===== src/rtl/ebox_mreq.sv =====
// ebox_mreq: EBOX-side memory request sequencer.
// Converts one-cycle microcode start strobes into held mbox requests.
// It runs read, write and read-pause-write cycles, captures read data into MB,
// and reports completion or timeout back to the EBOX.
//
// state   | meaning
// --------+--------------------------------------------------------------
// IDLE    | no cycle in flight; starts accepted, address/data held
// RD_WAIT | req+read asserted, waiting for ack (PSE set for RPW)
// PAUSE   | read half of RPW done; req low, PSE high, wait for finishWrite
// WR_WAIT | req+write asserted, waiting for ack
module ebox_mreq #(
    parameter int FIXED_LAT = 1,
    parameter int TIMEOUT   = 255
) (
    input  logic         eboxClk,
    input  logic         eboxResetN,
    input  logic         startRead,
    input  logic         startWrite,
    input  logic         startRPW,
    input  logic         finishWrite,
    input  logic [13:35] vmaIn,
    input  logic         acRefIn,
    input  logic [0:35]  wrData,
    input  logic         memAck,
    input  logic [0:35]  cacheDataRead,
    output logic [13:35] EBOX_VMA,
    output logic         vmaACRef,
    output logic         req,
    output logic         read,
    output logic         write,
    output logic         PSE,
    output logic [0:35]  cacheDataWrite,
    output logic [0:35]  mbData,
    output logic         busy,
    output logic         done,
    output logic         timeoutErr
);

    typedef enum logic [1:0] {IDLE, RD_WAIT, PAUSE, WR_WAIT} state_t;

    // Terminal counts of the shared wait counter (cycles since entering a wait state).
    localparam logic [9:0] LAT_TC = 10'((FIXED_LAT > 0) ? FIXED_LAT - 1 : 0);
    localparam logic [9:0] TO_TC  = 10'(TIMEOUT - 1);

    logic [1:0] rst_pipe;
    logic       rst_n;
    state_t     state;
    logic       rpw;
    logic [9:0] wait_cnt;
    logic       ack;
    logic       tmo;

    // Reset asserts immediately but releases two clocks after eboxResetN rises.
    always_ff @(posedge eboxClk or negedge eboxResetN) begin
        if (!eboxResetN) rst_pipe <= 2'b00;
        else             rst_pipe <= {rst_pipe[0], 1'b1};
    end

    assign rst_n = rst_pipe[1];

    // Internal ack fires on the FIXED_LAT-th edge after req rises; otherwise memAck is used.
    assign ack = (FIXED_LAT > 0) ? (wait_cnt == LAT_TC) : memAck;
    assign tmo = (wait_cnt == TO_TC);

    // Sequencer FSM with all mbox qualifiers and status outputs registered.
    always_ff @(posedge eboxClk or negedge rst_n) begin
        if (!rst_n) begin
            state          <= IDLE;
            rpw            <= 1'b0;
            wait_cnt       <= '0;
            EBOX_VMA       <= '0;
            vmaACRef       <= 1'b0;
            req            <= 1'b0;
            read           <= 1'b0;
            write          <= 1'b0;
            PSE            <= 1'b0;
            cacheDataWrite <= '0;
            mbData         <= '0;
            busy           <= 1'b0;
            done           <= 1'b0;
            timeoutErr     <= 1'b0;
        end else begin
            done <= 1'b0;
            case (state)
                IDLE: begin
                    if (startRPW || startRead || startWrite) begin
                        EBOX_VMA   <= vmaIn;
                        vmaACRef   <= acRefIn;
                        timeoutErr <= 1'b0;
                        wait_cnt   <= '0;
                        busy       <= 1'b1;
                        req        <= 1'b1;
                        if (startRPW || startRead) begin
                            state <= RD_WAIT;
                            rpw   <= startRPW;
                            read  <= 1'b1;
                            PSE   <= startRPW;
                        end else begin
                            state          <= WR_WAIT;
                            rpw            <= 1'b0;
                            write          <= 1'b1;
                            PSE            <= 1'b0;
                            cacheDataWrite <= wrData;
                        end
                    end
                end
                RD_WAIT: begin
                    if (ack) begin
                        mbData   <= cacheDataRead;
                        done     <= 1'b1;
                        req      <= 1'b0;
                        read     <= 1'b0;
                        wait_cnt <= '0;
                        if (rpw) begin
                            state <= PAUSE;
                            PSE   <= 1'b1;
                        end else begin
                            state <= IDLE;
                            PSE   <= 1'b0;
                            busy  <= 1'b0;
                        end
                    end else if (tmo) begin
                        state      <= IDLE;
                        rpw        <= 1'b0;
                        req        <= 1'b0;
                        read       <= 1'b0;
                        PSE        <= 1'b0;
                        busy       <= 1'b0;
                        done       <= 1'b1;
                        timeoutErr <= 1'b1;
                        wait_cnt   <= '0;
                    end else begin
                        wait_cnt <= wait_cnt + 10'd1;
                    end
                end
                PAUSE: begin
                    // Address stays latched; no counting here so the pause can last indefinitely.
                    if (finishWrite) begin
                        state          <= WR_WAIT;
                        cacheDataWrite <= wrData;
                        req            <= 1'b1;
                        write          <= 1'b1;
                        PSE            <= 1'b0;
                        wait_cnt       <= '0;
                    end
                end
                WR_WAIT: begin
                    if (ack || tmo) begin
                        state      <= IDLE;
                        rpw        <= 1'b0;
                        req        <= 1'b0;
                        write      <= 1'b0;
                        busy       <= 1'b0;
                        done       <= 1'b1;
                        timeoutErr <= !ack;
                        wait_cnt   <= '0;
                    end else begin
                        wait_cnt <= wait_cnt + 10'd1;
                    end
                end
                default: state <= IDLE;
            endcase
        end
    end

endmodule


===== config.mk =====
export PLATFORM = sky130hd
export DESIGN_NAME = ebox_mreq
export DESIGN_NICKNAME = d
export VERILOG_FILES = /design/src/rtl/ebox_mreq.sv
export SDC_FILE = /design/constraint.sdc
export NUM_CORES = 1
export LEC_CHECK = 0
export CORE_MARGIN = 2
export CORE_UTILIZATION = 35
export DETAILED_ROUTE_END_ITERATION = 8
export DONT_BUFFER_PORTS = 1
export SLEW_MARGIN = 20
export SYNTH_ARGS = -nofsm -noshare
export SYNTH_HDL_FRONTEND = slang
export SYNTH_SLANG_ARGS = --single-unit

===== constraint.sdc =====
create_clock -name eboxClk -period 5.2 [get_ports eboxClk]
set_clock_uncertainty 0.2 [all_clocks]
set_input_delay 1.04 -clock eboxClk [delete_from_list [all_inputs] [get_ports eboxClk]]
set_output_delay 1.04 -clock eboxClk [all_outputs]
set_load 0.02 [all_outputs]

==> impl_metrics.tcl, run 1 <==
set metrics [dict create \
    status "completed" \
    yosys_warnings 0 \
    synth_seq_cells 118 \
    cp-end-kind "register" \
    finalSetupTns_ps 0 \
    avgSynthCellArea_um2 15.1 \
    critPathKind "reg2reg" \
    h-tree-depth 4 \
    core_um2 13900 \
    path_max_fanout 37 \
    final_area_um2 5720 \
    grt_pass1_vias 2740 \
    r2r_slack_ps 2380 \
    cts_buffers 17 \
    final-max-slew-violation-count 0 \
    power_leakage_nw 2.50 \
    syn_inst 332 \
    powerDensity_nw_per_um2 767 \
    dp_cells 502 \
    post_dp_cell_area_um2 5140 \
    postCtsHoldBufs 0 \
    hpwl_mm 7.02 \
    drt_iter0_drc 63 \
    cts_resized 0 \
    fin_crit_ps 2820 \
    grt_usage_pct 12.4 \
    yosysSeqAreaShare_pct 59.0 \
    clockRootBuffer "clkbuf_16" \
    critPathRequiredTime_ps 5280 \
    yosysUniqueCellTypes 51 \
    nets 453 \
    num_vias 2703 \
    maxCapViolations 0 \
    drt-total-wl_mm 9.79 \
    start_util_pct 35.9 \
    cp_data_arrival_time_ps 2900 \
    cts_sinks 118 \
    ant_nets 0 \
    area_growth_pct 14.4 \
    grt_pass1_wl_mm 13.9 \
    first_pass_iters 4 \
    die_h_um 124 \
    cts_tree "done" \
    synth_edf_count 0 \
    timing.final.ws_setup_ps 2380 \
    pre_cts_ws_ps 2140 \
    antenna_found_initial 0 \
    worst_pin_slew_ps 832 \
    overflow 0 \
    fmax_mhz 355 \
    num_rows 43 \
    post_cts.repair.setup_buffers 0 \
    drc 0 \
    clk_pin_slew_worst_paths_ps 50 \
    fin_cells 531 \
    grt_setup_unrepaired "false" \
    clockBufferDepth 2 \
    layout-drive-gt1-share_pct 38.7 \
    setup_viol 0 \
    grt_max_degree 69 \
    synth-main-ff-cell "dfrtp_1" \
    die_x_um 124 \
    wl_per_cell_um 18.4 \
    ir_worst_vdd_mv 0.355 \
    dieArea_um2 15300 \
    finalCritPeriodShare_pct 54.2 \
    clk_latency_ps 410 \
    io_pins 206 \
    gp_congestion 0.815 \
    hold_viol 0 \
    relSlewSlack_pct 44.5 \
    start_kind "register" \
    vias_per_cell 5.09 \
    hp-class "in2async" \
    antennaDiodeCount 0 \
    hold_slack_ps 118 \
    syn_nets 443 \
    synth_area_um2 5000 \
    async_reset_ff_share_pct 100 \
    numPortBuffers 0 \
]
-- where the power goes --
part	leakage, nW	internal (mW)	switching, mW	total (mW)
sequential	1.41	1.35	0.826	2.18
clock	0.274	0.742	0.366	1.11
combinational	0.817	0.681	0.425	1.11
total	2.50	2.77	1.62	4.39
-- layout make-up --
cell class	count	area [µm²]
sequential	118	2960
clock buffer	24	492
tap	180	225
fill	1290	8210
clock inverter	4	72.6
inverter	9	33.8
multi-input combinational	193	1920
timing repair buffer	3	26.3
-- routing by layer --
layer  vias to the layer above  track usage, %  share of wire (%)
li1                       1208               -                  -
met1                      1329            13.3                 38
met2                       160            19.6                 49
met3                         6            7.80                 12
met4                         0            4.76                1.0
met5                         -               0                  0
-- worst paths after layout --
path,startpoint,to,cells past startpoint
worst max-delay path,state[0],cacheDataWrite[35],6
worst min-delay path,eboxResetN,rst_pipe[1],0
worst max register to register,state[0],cacheDataWrite[35],6
worst min register to register,rst_pipe[0],rst_pipe[1],0
max in group asynchronous,rst_pipe[1],cacheDataWrite[35],1
min in group eboxClk,rst_pipe[0],rst_pipe[1],0
-- critical path, stage by stage (launching register included) --
cell,delay [ps]
dfrtp_1,400
inv_1,130
ha_1,330
or4b_4,570
o211ai_4,100
buf_4,520
mux2_2,400
-- registers in the layout, indices dropped and copies added (netlist names) --
name / count
cacheDataWrite: 36
mbData: 36
EBOX_VMA: 23
wait_cnt: 10
rst_pipe: 2
state: 2
PSE: 1
busy: 1
done: 1
read: 1
req: 1
rpw: 1
timeoutErr: 1
vmaACRef: 1
write: 1
-- stage by stage --
stage | util (%) | power [mW]
after floorplan | - | 3.10
after global placement | 36.9 | 3.26
after detailed placement | 36.9 | 3.31
after CTS | 40.9 | 4.44
after global routing | 41.1 | 4.63
final | 41.1 | 4.39
-- placed cells by master, fill, tap and decap left out, drive strengths merged, types with 3 or more instances in the layout --
master	count
clkbuf	24
nor2	10
ha	8
nand4	6
buf	3
o22ai	3
nand3	7
inv	9
dfrtp	118
o21ai	6
xor2	3
mux2	97
nor3b	3
and2	3
a21oi	5
nand2	8
-- synth_stat cells, drive strengths merged, types with 2 or more instances --
cell type,count,area share [%]
dfrtp,118,59
mux2,97,24
nor2,10,0.75
inv,9,0.68
buf,8,2.0
ha,8,2.0
nand2,8,0.60
nand3,7,0.70
nand4,6,0.88
o21ai,6,0.60
a21oi,5,0.50
clkbuf,4,0.30
and2,3,0.38
nor3b,3,0.45
o22ai,3,0.38
xor2,3,0.53
a21boi,2,0.30
a31oi,2,0.38
nor2b,2,0.25
nor3,2,0.20
nor4,2,0.55
nor4b,2,0.48
o31ai,2,0.40
xnor2,2,0.35
-- logic make-up after synthesis --
kind of cell | Yosys count | share of synthesized area, %
mux | 98 | 24.2
other cells | 1 | 0.0750
simple gates | 52 | 6.33
xor+xnor | 5 | 0.876
fa+ha+maj | 8 | 2.00
flops | 118 | 59.0
compound gates | 29 | 4.48
buf+inv | 21 | 2.98
Note: power is estimated with default switching activity, not from simulation.
==> run 2: changes to the inputs <==
==> constraint.sdc (replaced) <==
create_clock -name eboxClk -period 2.3 [get_ports eboxClk]
set_clock_uncertainty 0.2 [all_clocks]
set_input_delay 0.46 -clock eboxClk [delete_from_list [all_inputs] [get_ports eboxClk]]
set_output_delay 0.46 -clock eboxClk [all_outputs]
set_load 0.02 [all_outputs]
==> run 2 against run 1 <==
  * Total power up 140%
  * Worst hold slack worse by 37 ps
  * Final cell count up 23%
  * Combinational power rose to 2.6 times the previous value
  * Count of clock-buffer cells in the layout down 5
  * Largest cell class unchanged
  * Via count up 18%
  * Clock power up 150%
  * Sequential share of layout area down 9.4 points
  * Sequential cell count unchanged
  * Critical path depth unchanged
  * Sequential power up 130%
  * Wire length up 18%
==> impl_metrics.tcl, run 2 (synthesized netlist as in run 1, its figures left out) <==
set metrics [dict create \
    cp_cell_sequence "inv_1 > ha_4 > or4b_4 > o211ai_4 > buf_12 > mux2_2" \
    timing.final.ws_setup_ps 90.2 \
    rr_endpoint "cacheDataWrite[0]" \
    hp-class "in2async" \
    drt-total-wl_mm 11.5 \
    route.met2.wl_mm 5.67 \
    cts_tree "done" \
    p_seq_share_pct 46.6 \
    drc 0 \
    antennaDiodeCount 0 \
    finalCritPeriodShare_pct 96.1 \
    wl_per_cell_um 17.7 \
    final_cell_mix "dfrtp_1, dlygate4sd3_1, mux2_2" \
    num_vias 3186 \
    numPortBuffers 0 \
    setup_viol 0 \
    finalSetupTns_ps 0 \
    highest_layer "met4" \
    relSlewSlack_pct 65.1 \
    num_rows 43 \
    routedLengthMet1_mm 4.45 \
    grt_pass1_wl_mm 17.4 \
    swShare_pct 36.7 \
    fin_crit_ps 2210 \
    r2r_slack_ps 90 \
    cp_data_arrival_time_ps 2290 \
    r2r_cells 6 \
    die_h_um 124 \
    nets 569 \
    status "completed" \
    core_um2 13900 \
    r2r_start "state[1]" \
    area_growth_pct 39.8 \
    vias_per_cell 4.89 \
    gp_congestion 0.764 \
    layout-drive-gt1-share_pct 35.2 \
    reg.largest.list "cacheDataWrite x36, mbData x36, EBOX_VMA x23" \
    final-max-slew-violation-count 0 \
    critPathSlowestCell "or4b_4" \
    drt_iter0_drc 73 \
    worst_pin_slew_ps 524 \
    pwr-share-clk_pct 25.9 \
    clockBufferDepth 2 \
    post_dp_cell_area_um2 5350 \
    pre_cts_ws_ps 46.1 \
    grt_max_degree 43 \
    switchingPower_mw 3.89 \
    maxCapViolations 0 \
    critPathRequiredTime_ps 2380 \
    antenna_found_initial 0 \
    clockRootBuffer "clkbuf_16" \
    die_x_um 124 \
    cp-end-kind "register" \
    grt_setup_unrepaired "false" \
    overflow 0 \
    hpwl_mm 7.41 \
    final_common_cell "dfrtp_1" \
    power_leakage_nw 3.06 \
    startpoint "state[1]" \
    ant_nets 0 \
    post_cts.repair.setup_buffers 0 \
    clk_latency_ps 410 \
    cpPeakStageDelay_ps 480 \
    dieArea_um2 15300 \
    grt_pass1_vias 3471 \
    endpoint "cacheDataWrite[0]" \
    critPathKind "reg2reg" \
    first_pass_iters 4 \
    ir_worst_vdd_mv 0.950 \
    path_max_fanout 16 \
    final_area_um2 6990 \
    p_int_mw 6.73 \
    grt_usage_pct 15.2 \
    start_kind "register" \
    power_frac_comb_pct 27.5 \
    h-tree-depth 4 \
    cts_buffers 17 \
    met3_wirelength_mm 1.22 \
    cts_sinks 118 \
    powerDensity_nw_per_um2 1520 \
    start_util_pct 35.9 \
    io_pins 206 \
    clk_pin_slew_worst_paths_ps 60 \
    hold_viol 0 \
    fmax_mhz 453 \
]
==> run 2: changes by cell type in the layout (fill, tap and decap cells not counted), moves of 3 or more <==
cell	change
clkinv_2	+3
buf_4	+13
buf_12	+5
clkbuf_8	-3
dlygate4sd3_1	+98
==> run 2: how the worst min path moves through the flow <==
stage / endpoint / cells after the start / slack (ps)
finish: rst_pipe[1] / 1 / 80
global route: rst_pipe[1] / 1 / 70
detailed placement: rst_pipe[0] / 0 / -40
global placement: rst_pipe[0] / 0 / -40
floorplan: rst_pipe[0] / 0 / -40
CTS: EBOX_VMA[28] / 1 / 6
==> run 2: repair_timing <==
item / CTS / global route
endpoints found under the setup margin: 0 / 16
resized for setup: 0 / 6
hold endpoints to repair: 98 / 1
hold buffers: 97 / 1
==> run 2: area by class of cell <==
class / instances / area (µm²)
Fill cell: 1159 / 6940
Sequential cell: 118 / 2960
Clock buffer: 19 / 443
Multi-Input combinational cell: 193 / 1950
Timing Repair Buffer: 119 / 1200
Clock inverter: 13 / 180
Tap cell: 180 / 225
Inverter: 9 / 33.8
==> run 2: stage by stage <==
stage	std cells	hold slack [ps]	utilization, %	power (mW)
floorplan	332	-35.6	-	7.03
global placement	520	-35.5	38.4	7.59
detailed placement	520	-35.5	38.4	7.69
CTS	649	5.98	49.8	10.6
global route	651	71.4	50.2	11.2
finish	651	81.1	50.2	10.6
==> run 2: power by group through the flow <==
stage | sequential, mW | clock (mW) | combinational, mW
after floorplan | 4.71 | 0 | 2.31
after global routing | 5.08 | 2.91 | 3.17
final | 4.95 | 2.75 | 2.92
after detailed placement | 4.95 | 0 | 2.74
after CTS | 4.94 | 2.81 | 2.89
after global placement | 4.94 | 0 | 2.65
==> run 2: worst max-delay path: cells and delay by family (launching register included) <==
kind            cells  cell delay (ps)
compound gates      1              180
fa+ha+maj           1              140
buf+inv             2              340
flops               1              400
mux                 1              350
simple gates        1              480
==> run 2: per-layer routing <==
layer | track usage [%] | vias up
met5 | 0 | -
met2 | 25.2 | 166
li1 | - | 1442
met1 | 16.2 | 1561
met4 | 7.53 | 0
met3 | 7.01 | 17
